===== src/rtl/mux_pkg.sv =====
// Shared constants and helpers for the N:1 round-robin / fixed-select mux.
// Imported by mux_n1_rr and rr_pick.
package mux_pkg;

  localparam logic MODE_FIXED = 1'b0;
  localparam logic MODE_RR    = 1'b1;

  // Ceiling log2, floored at 1 so index fields never collapse to zero width.
  function automatic int clog2(input int n);
    int r;
    r = 0;
    while ((1 << r) < n) r++;
    return (r < 1) ? 1 : r;
  endfunction

endpackage


===== src/rtl/rr_pick.sv =====
// Combinational round-robin picker: first set request at or after i_ptr.
// Ports: i_req (requests), i_ptr (start index), o_found, o_idx (winner).
module rr_pick
  import mux_pkg::*;
#(
  parameter int N  = 4,
  parameter int PW = clog2(N)
) (
  input  logic [N-1:0]  i_req,
  input  logic [PW-1:0] i_ptr,
  output logic          o_found,
  output logic [PW-1:0] o_idx
);

  localparam logic [PW:0] NL = (PW+1)'(N);

  logic [2*N-1:0] w_dbl;
  logic [N-1:0]   w_rot;
  logic [PW-1:0]  w_off;
  logic [PW:0]    w_sum;

  // Rotate so that bit 0 of w_rot is request i_ptr.
  assign w_dbl = {i_req, i_req} >> i_ptr;
  assign w_rot = w_dbl[N-1:0];

  // Priority encode: scanning downward leaves the lowest set bit.
  always_comb begin
    o_found = 1'b0;
    w_off   = '0;
    for (int k = N - 1; k >= 0; k--) begin
      if (w_rot[k]) begin
        o_found = 1'b1;
        w_off   = PW'(k);
      end
    end
  end

  // Un-rotate: (ptr + offset) mod N.
  assign w_sum = {1'b0, i_ptr} + {1'b0, w_off};
  assign o_idx = (w_sum >= NL) ? PW'(w_sum - NL) : w_sum[PW-1:0];

endmodule


===== src/rtl/mux_n1_rr.sv =====
// N:1 mux with registered output, per-channel valid/ready, fixed or RR select.
// Ports: clk_in, rst_in, mode_in, sel_in, data_in, valid_in, ready_out,
//        y_out, y_valid_out, y_ready_in, grant_out.
module mux_n1_rr
  import mux_pkg::*;
#(
  parameter int N     = 4,
  parameter int W     = 8,
  parameter int SEL_W = clog2(N)
) (
  input  logic             clk_in,
  input  logic             rst_in,
  input  logic             mode_in,
  input  logic [SEL_W-1:0] sel_in,
  input  logic [N*W-1:0]   data_in,
  input  logic [N-1:0]     valid_in,
  output logic [N-1:0]     ready_out,
  output logic [W-1:0]     y_out,
  output logic             y_valid_out,
  input  logic             y_ready_in,
  output logic [SEL_W-1:0] grant_out
);

  localparam logic [SEL_W:0] NL = (SEL_W+1)'(N);

  logic [W-1:0]     r_y;
  logic             r_valid;
  logic [SEL_W-1:0] r_grant;
  logic [SEL_W-1:0] r_ptr;

  logic             w_free;
  logic             w_rr_found;
  logic [SEL_W-1:0] w_rr_idx;
  logic             w_fx_found;
  logic             w_found;
  logic [SEL_W-1:0] w_cand;
  logic             w_xfer;
  logic [SEL_W:0]   w_inc;
  logic [SEL_W-1:0] w_ptr_nxt;

  rr_pick #(
    .N  (N),
    .PW (SEL_W)
  ) u_pick (
    .i_req   (valid_in),
    .i_ptr   (r_ptr),
    .o_found (w_rr_found),
    .o_idx   (w_rr_idx)
  );

  assign w_free = !r_valid || y_ready_in;

  // Out-of-range select never grants.
  assign w_fx_found = ({1'b0, sel_in} < NL) && valid_in[sel_in];

  assign w_found = (mode_in == MODE_RR) ? w_rr_found : w_fx_found;
  assign w_cand  = (mode_in == MODE_RR) ? w_rr_idx : sel_in;

  // A granted channel is always valid, so ready alone implies transfer.
  assign w_xfer = w_free && w_found && !rst_in;

  always_comb begin
    ready_out = '0;
    for (int k = 0; k < N; k++) begin
      ready_out[k] = w_xfer && (w_cand == SEL_W'(k));
    end
  end

  assign w_inc     = {1'b0, w_cand} + 1'b1;
  assign w_ptr_nxt = (w_inc >= NL) ? '0 : w_inc[SEL_W-1:0];

  always_ff @(posedge clk_in) begin
    if (rst_in) begin
      r_y     <= '0;
      r_valid <= 1'b0;
      r_grant <= '0;
      r_ptr   <= '0;
    end else if (w_xfer) begin
      r_y     <= data_in[w_cand*W +: W];
      r_valid <= 1'b1;
      r_grant <= w_cand;
      if (mode_in == MODE_RR) begin
        r_ptr <= w_ptr_nxt;
      end
    end else if (r_valid && y_ready_in) begin
      r_valid <= 1'b0;
    end
  end

  assign y_out       = r_y;
  assign y_valid_out = r_valid;
  assign grant_out   = r_grant;

endmodule


===== config.mk =====
export PLATFORM = sky130hd
export DESIGN_NAME = mux_n1_rr
export DESIGN_NICKNAME = d
export VERILOG_FILES = /design/src/rtl/mux_pkg.sv /design/src/rtl/rr_pick.sv /design/src/rtl/mux_n1_rr.sv
export SDC_FILE = /design/constraint.sdc
export NUM_CORES = 1
export LEC_CHECK = 0
export ABC_AREA = 1
export CAP_MARGIN = 15
export CORE_MARGIN = 3
export CORE_UTILIZATION = 40
export CTS_CLUSTER_DIAMETER = 80
export DETAILED_ROUTE_END_ITERATION = 12
export MAX_ROUTING_LAYER = met4
export PLACE_DENSITY = 0.91
export REMOVE_ABC_BUFFERS = 1
export SLEW_MARGIN = 20
export SYNTH_ARGS = -nofsm -noshare
export SYNTH_HDL_FRONTEND = slang
export SYNTH_SLANG_ARGS = --single-unit

===== constraint.sdc =====
create_clock -name clk_in -period 3.05 [get_ports clk_in]
set_input_delay 0.305 -clock clk_in [delete_from_list [all_inputs] [get_ports clk_in]]
set_output_delay 0.305 -clock clk_in [all_outputs]
set_load 0.01 [all_outputs]

==> results by group <==
GRT
  • Gr ovfl total: 0
  • GRT Overall Usage: a little over a fifth
  • Vias in the first global route: around 1300
  • Antenna violations before repair: 0
  • First-pass GRT wire length: 5.53 mm
  • Largest net degree at the start of global routing: 17

Die
  • Chip height: ~60 µm
  • Chip width: 59.7 µm
  • Die area: 3560 µm²
  • Core box area: around 2600 µm²
  • Initial core utilization: between 40% and 50%
  • # rows: 18
  • Top-Level Pins: 57

Yosys
  • Post-Synth XOR/XNOR Area: less than 1%
  • Mux cell area share after synthesis: about 7%
  • Sequential fraction of the synthesis area: between 20% and 30%
  • Post-Synth Simple-Gate Area: between 40% and 50%
  • Mapped Cells: 180
  • Synth Area in Compound Gates: 7.38%
  • Total of warnings raised by yosys: 0
  • FF+latch count, synth: 13
  • Fraction of the mapped netlist area in adder cells: under 10%
  • Largest family of logic cells by synthesized area: simple AND/OR/NAND/NOR gates
  • Syn_area_per_cell: around 6.4 µm²
  • Area of the mapped netlist: ~1200 µm²
  • Cell variety after synth: 24

Worst setup path
  • Reg2reg end: r_ptr[1]
  • Critical path arrival: between 2000 and 3000 ps
  • R2R depth: 17
  • CP Capture Type: primary output
  • Crit Path Category: reg -> out
  • FF-to-FF Start: r_ptr[0]
  • CP required: 2740 ps
  • R2R Setup Slk: around 680 ps
  • Worst Setup Start Kind: flip-flop
  • Worst Path Max Fanout: 7

Timing
  • Fin crit share: 95.4%
  • Worst Tran Pin Value: 326 ps
  • Max-slew headroom: about four fifths
  • Setup TNS: 0 ps
  • Min cycle time layout: around 2900 ps
  • Worst Slack Setup Final: ~140 ps
  • Fin. max-slew vios: 0
  • Final Hold Violating Endpoints: 0
  • Top achievable clock speed: 0.344 GHz
  • Worst Skew: 9.21 ps
  • Endpoints failing setup: 0

CTS
  • Root Buffer: clkbuf_4
  • Worst-Skew Late Latency: 290 ps
  • CTS tree: built
  • Clk slew on worst S/H paths: roughly 90 ps
  • H-tree levels: 1
  • TritonCTS sink count: 13
  • Clk buf depth: 2
  • Number of buffers created by CTS: 3

Detailed routing
  • Vias per Instance: 5.03
  • Routed vias: about 1400
  • DRT Pass-1 Iters: 5
  • DR iter-0 viols: 90
  • Post-Route WL: approximately 3.6 mm
  • Remaining DRCs: 0
  • Post-DR wirelength/cell: between 10 and 15 µm
  • Number of nets with antenna violations after routing: 0

Pwr
  • Int Power: approximately 0.00046 W
  • Clk pwr share: 15.2%
  • P_leak: around 0.96 nW
  • Comb pwr share: between 50% and 60%
  • PwrDens: 393 nW/µm²
  • Seq pwr share: slightly below 30%
  • Power Total: around 0.00074 W
  • Switching part of the total: a little under two fifths
  • Switch Pwr: between 0.0002 and 0.0003 W
  • Max VDD drop: a little under 0.3 mV

Final layout
  • Diode count: 0
  • Final non-filler cell total: about 280
  • Util after Layout: 72.0%
  • Area Overhead vs Synth: 63.2%
  • Final net count: approximately 300
  • Layout cells sized above 1: roughly 21%

Placed design
  • Port bufs: 56
  • Final HPWL DP: 2.72 mm
  • DP Cell Count: 277
  • Post-place setup slack: -271 ps
  • GPL Wtd Cong: around 0.83

Min path
  • Hold Path End: y_out[3]
  • Hold Path Class: reg -> reg
  • Hold path cells: 2
  • Worst Hold Launch: y_out[3]

Flow run
  • Max Cap Viol: 0

Run status
  • Status: finished, final reports clean
==> timing repair <==
item | in CTS | in global routing
pin swaps | 2 | 3
setup buffers | 1 | 0
setup endpoints to repair | 4 | 2
resized for setup | 9 | 7
hold buffers | 0 | 0
==> registers in the layout, indices dropped and copies added (netlist names) <==
signal and count:
grant_out 2, r_ptr 2, y_out 8, y_valid_out 1
==> power by group through the flow <==
stage | Sequential (W) | Combinational [W] | Clock (W)
3_3_place_gp | 0.000218 | 0.000391 | 0
6_report | 0.000216 | 0.000411 | 0.000112
3_5_place_dp | 0.000220 | 0.000402 | 0
4_1_cts | 0.000216 | 0.000408 | 0.000114
5_1_grt | 0.000221 | 0.000451 | 0.000121
2_1_floorplan | 0.000229 | 0.000194 | 0
==> stage by stage <==
stage | instance area, µm² | hold WS (ps)
6_report | 1880 | 473
3_3_place_gp | 1820 | 456
5_1_grt | 1880 | 491
3_5_place_dp | 1820 | 462
2_1_floorplan | 1110 | 374
4_1_cts | 1860 | 475
==> critical path: stages (launching register included) <==
cell and delay [ps]:
dfxtp_4 400, inv_2 80, nand2_1 100, nand3_1 80
nand2_1 100, nand3_1 90, a21boi_2 190, ha_2 220
xor2_2 170, inv_1 70, nand2_2 80, nand3_4 70
nand2_4 80, inv_1 40, ha_1 180, inv_1 50
nor2_1 40, dlygate4sd2_1 270
==> synth_stat cells <==
cell      count  share of area (%)
ha_1          3                3.3
nand3_1      35                 15
nand3_4       1                1.5
inv_2         5                1.6
dfxtp_1      13                 23
o21ai_4       2                2.8
mux2i_1       8                6.9
nand2_4       1               0.98
inv_1        17                5.5
xor2_1        1               0.76
nand3_2       2                1.7
clkbuf_1      1               0.33
a21oi_1       7                3.0
clkinv_2      1               0.43
nand2_1      57                 19
o21ai_0       2               0.87
nor2_2        1               0.54
buf_6         1               0.98
clkinv_1      1               0.33
a21boi_0      1               0.65
buf_12        1                1.7
nand2_2      14                7.6
buf_4         1               0.65
nor2_1        4                1.3
==> per-layer routing <==
layer / track usage, % / wire length (µm) / vias to the layer above
met2: 38.0 / 1800 / 73
met1: 23.3 / 1400 / 614
li1: - / - / 724
met4: 9.18 / 91 / 0
met5: - / 0 / -
met3: 2.59 / 268 / 7
==> cell families (layout without fill, tap and decap cells) <==
family	after synthesis	count (layout)
DFF	13	13
adders and majority gates	3	3
buffers and inverters	28	100
AOI/OAI and AO/OA	12	12
xor gates and xnor gates	1	1
and+or+nand+nor	115	115
muxes	8	8
==> how the worst max path moves through the flow <==
stage	start	slack [ps]	cells past startpoint	end
2_1_floorplan	r_ptr[0]	550	15	ready_out[1]
3_3_place_gp	valid_in[3]	-100	16	ready_out[1]
3_5_place_dp	valid_in[1]	-270	16	ready_out[1]
4_1_cts	valid_in[1]	120	17	ready_out[1]
5_1_grt	r_ptr[0]	-20	17	ready_out[1]
6_report	r_ptr[0]	140	17	ready_out[1]
==> layout make-up <==
| type | instances | area (µm²) |
|---|---|---|
| clock buffers | 4 | 26.3 |
| fillers | 208 | 732 |
| inverters | 24 | 91.3 |
| multi-input cells | 139 | 774 |
| flip-flops and latches | 13 | 265 |
| well taps | 30 | 37.5 |
| repair buffers | 72 | 686 |
==> placed cells by master (no fill, tap or decap), drive strengths merged, types with 5 or more instances in the layout <==
cell	n
a21oi	7
buf	16
clkdlybuf4s50	48
dfxtp	13
inv	22
mux2i	8
nand2	72
nand3	38
nor2	5
Note: power is estimated with default switching activity, not from simulation.
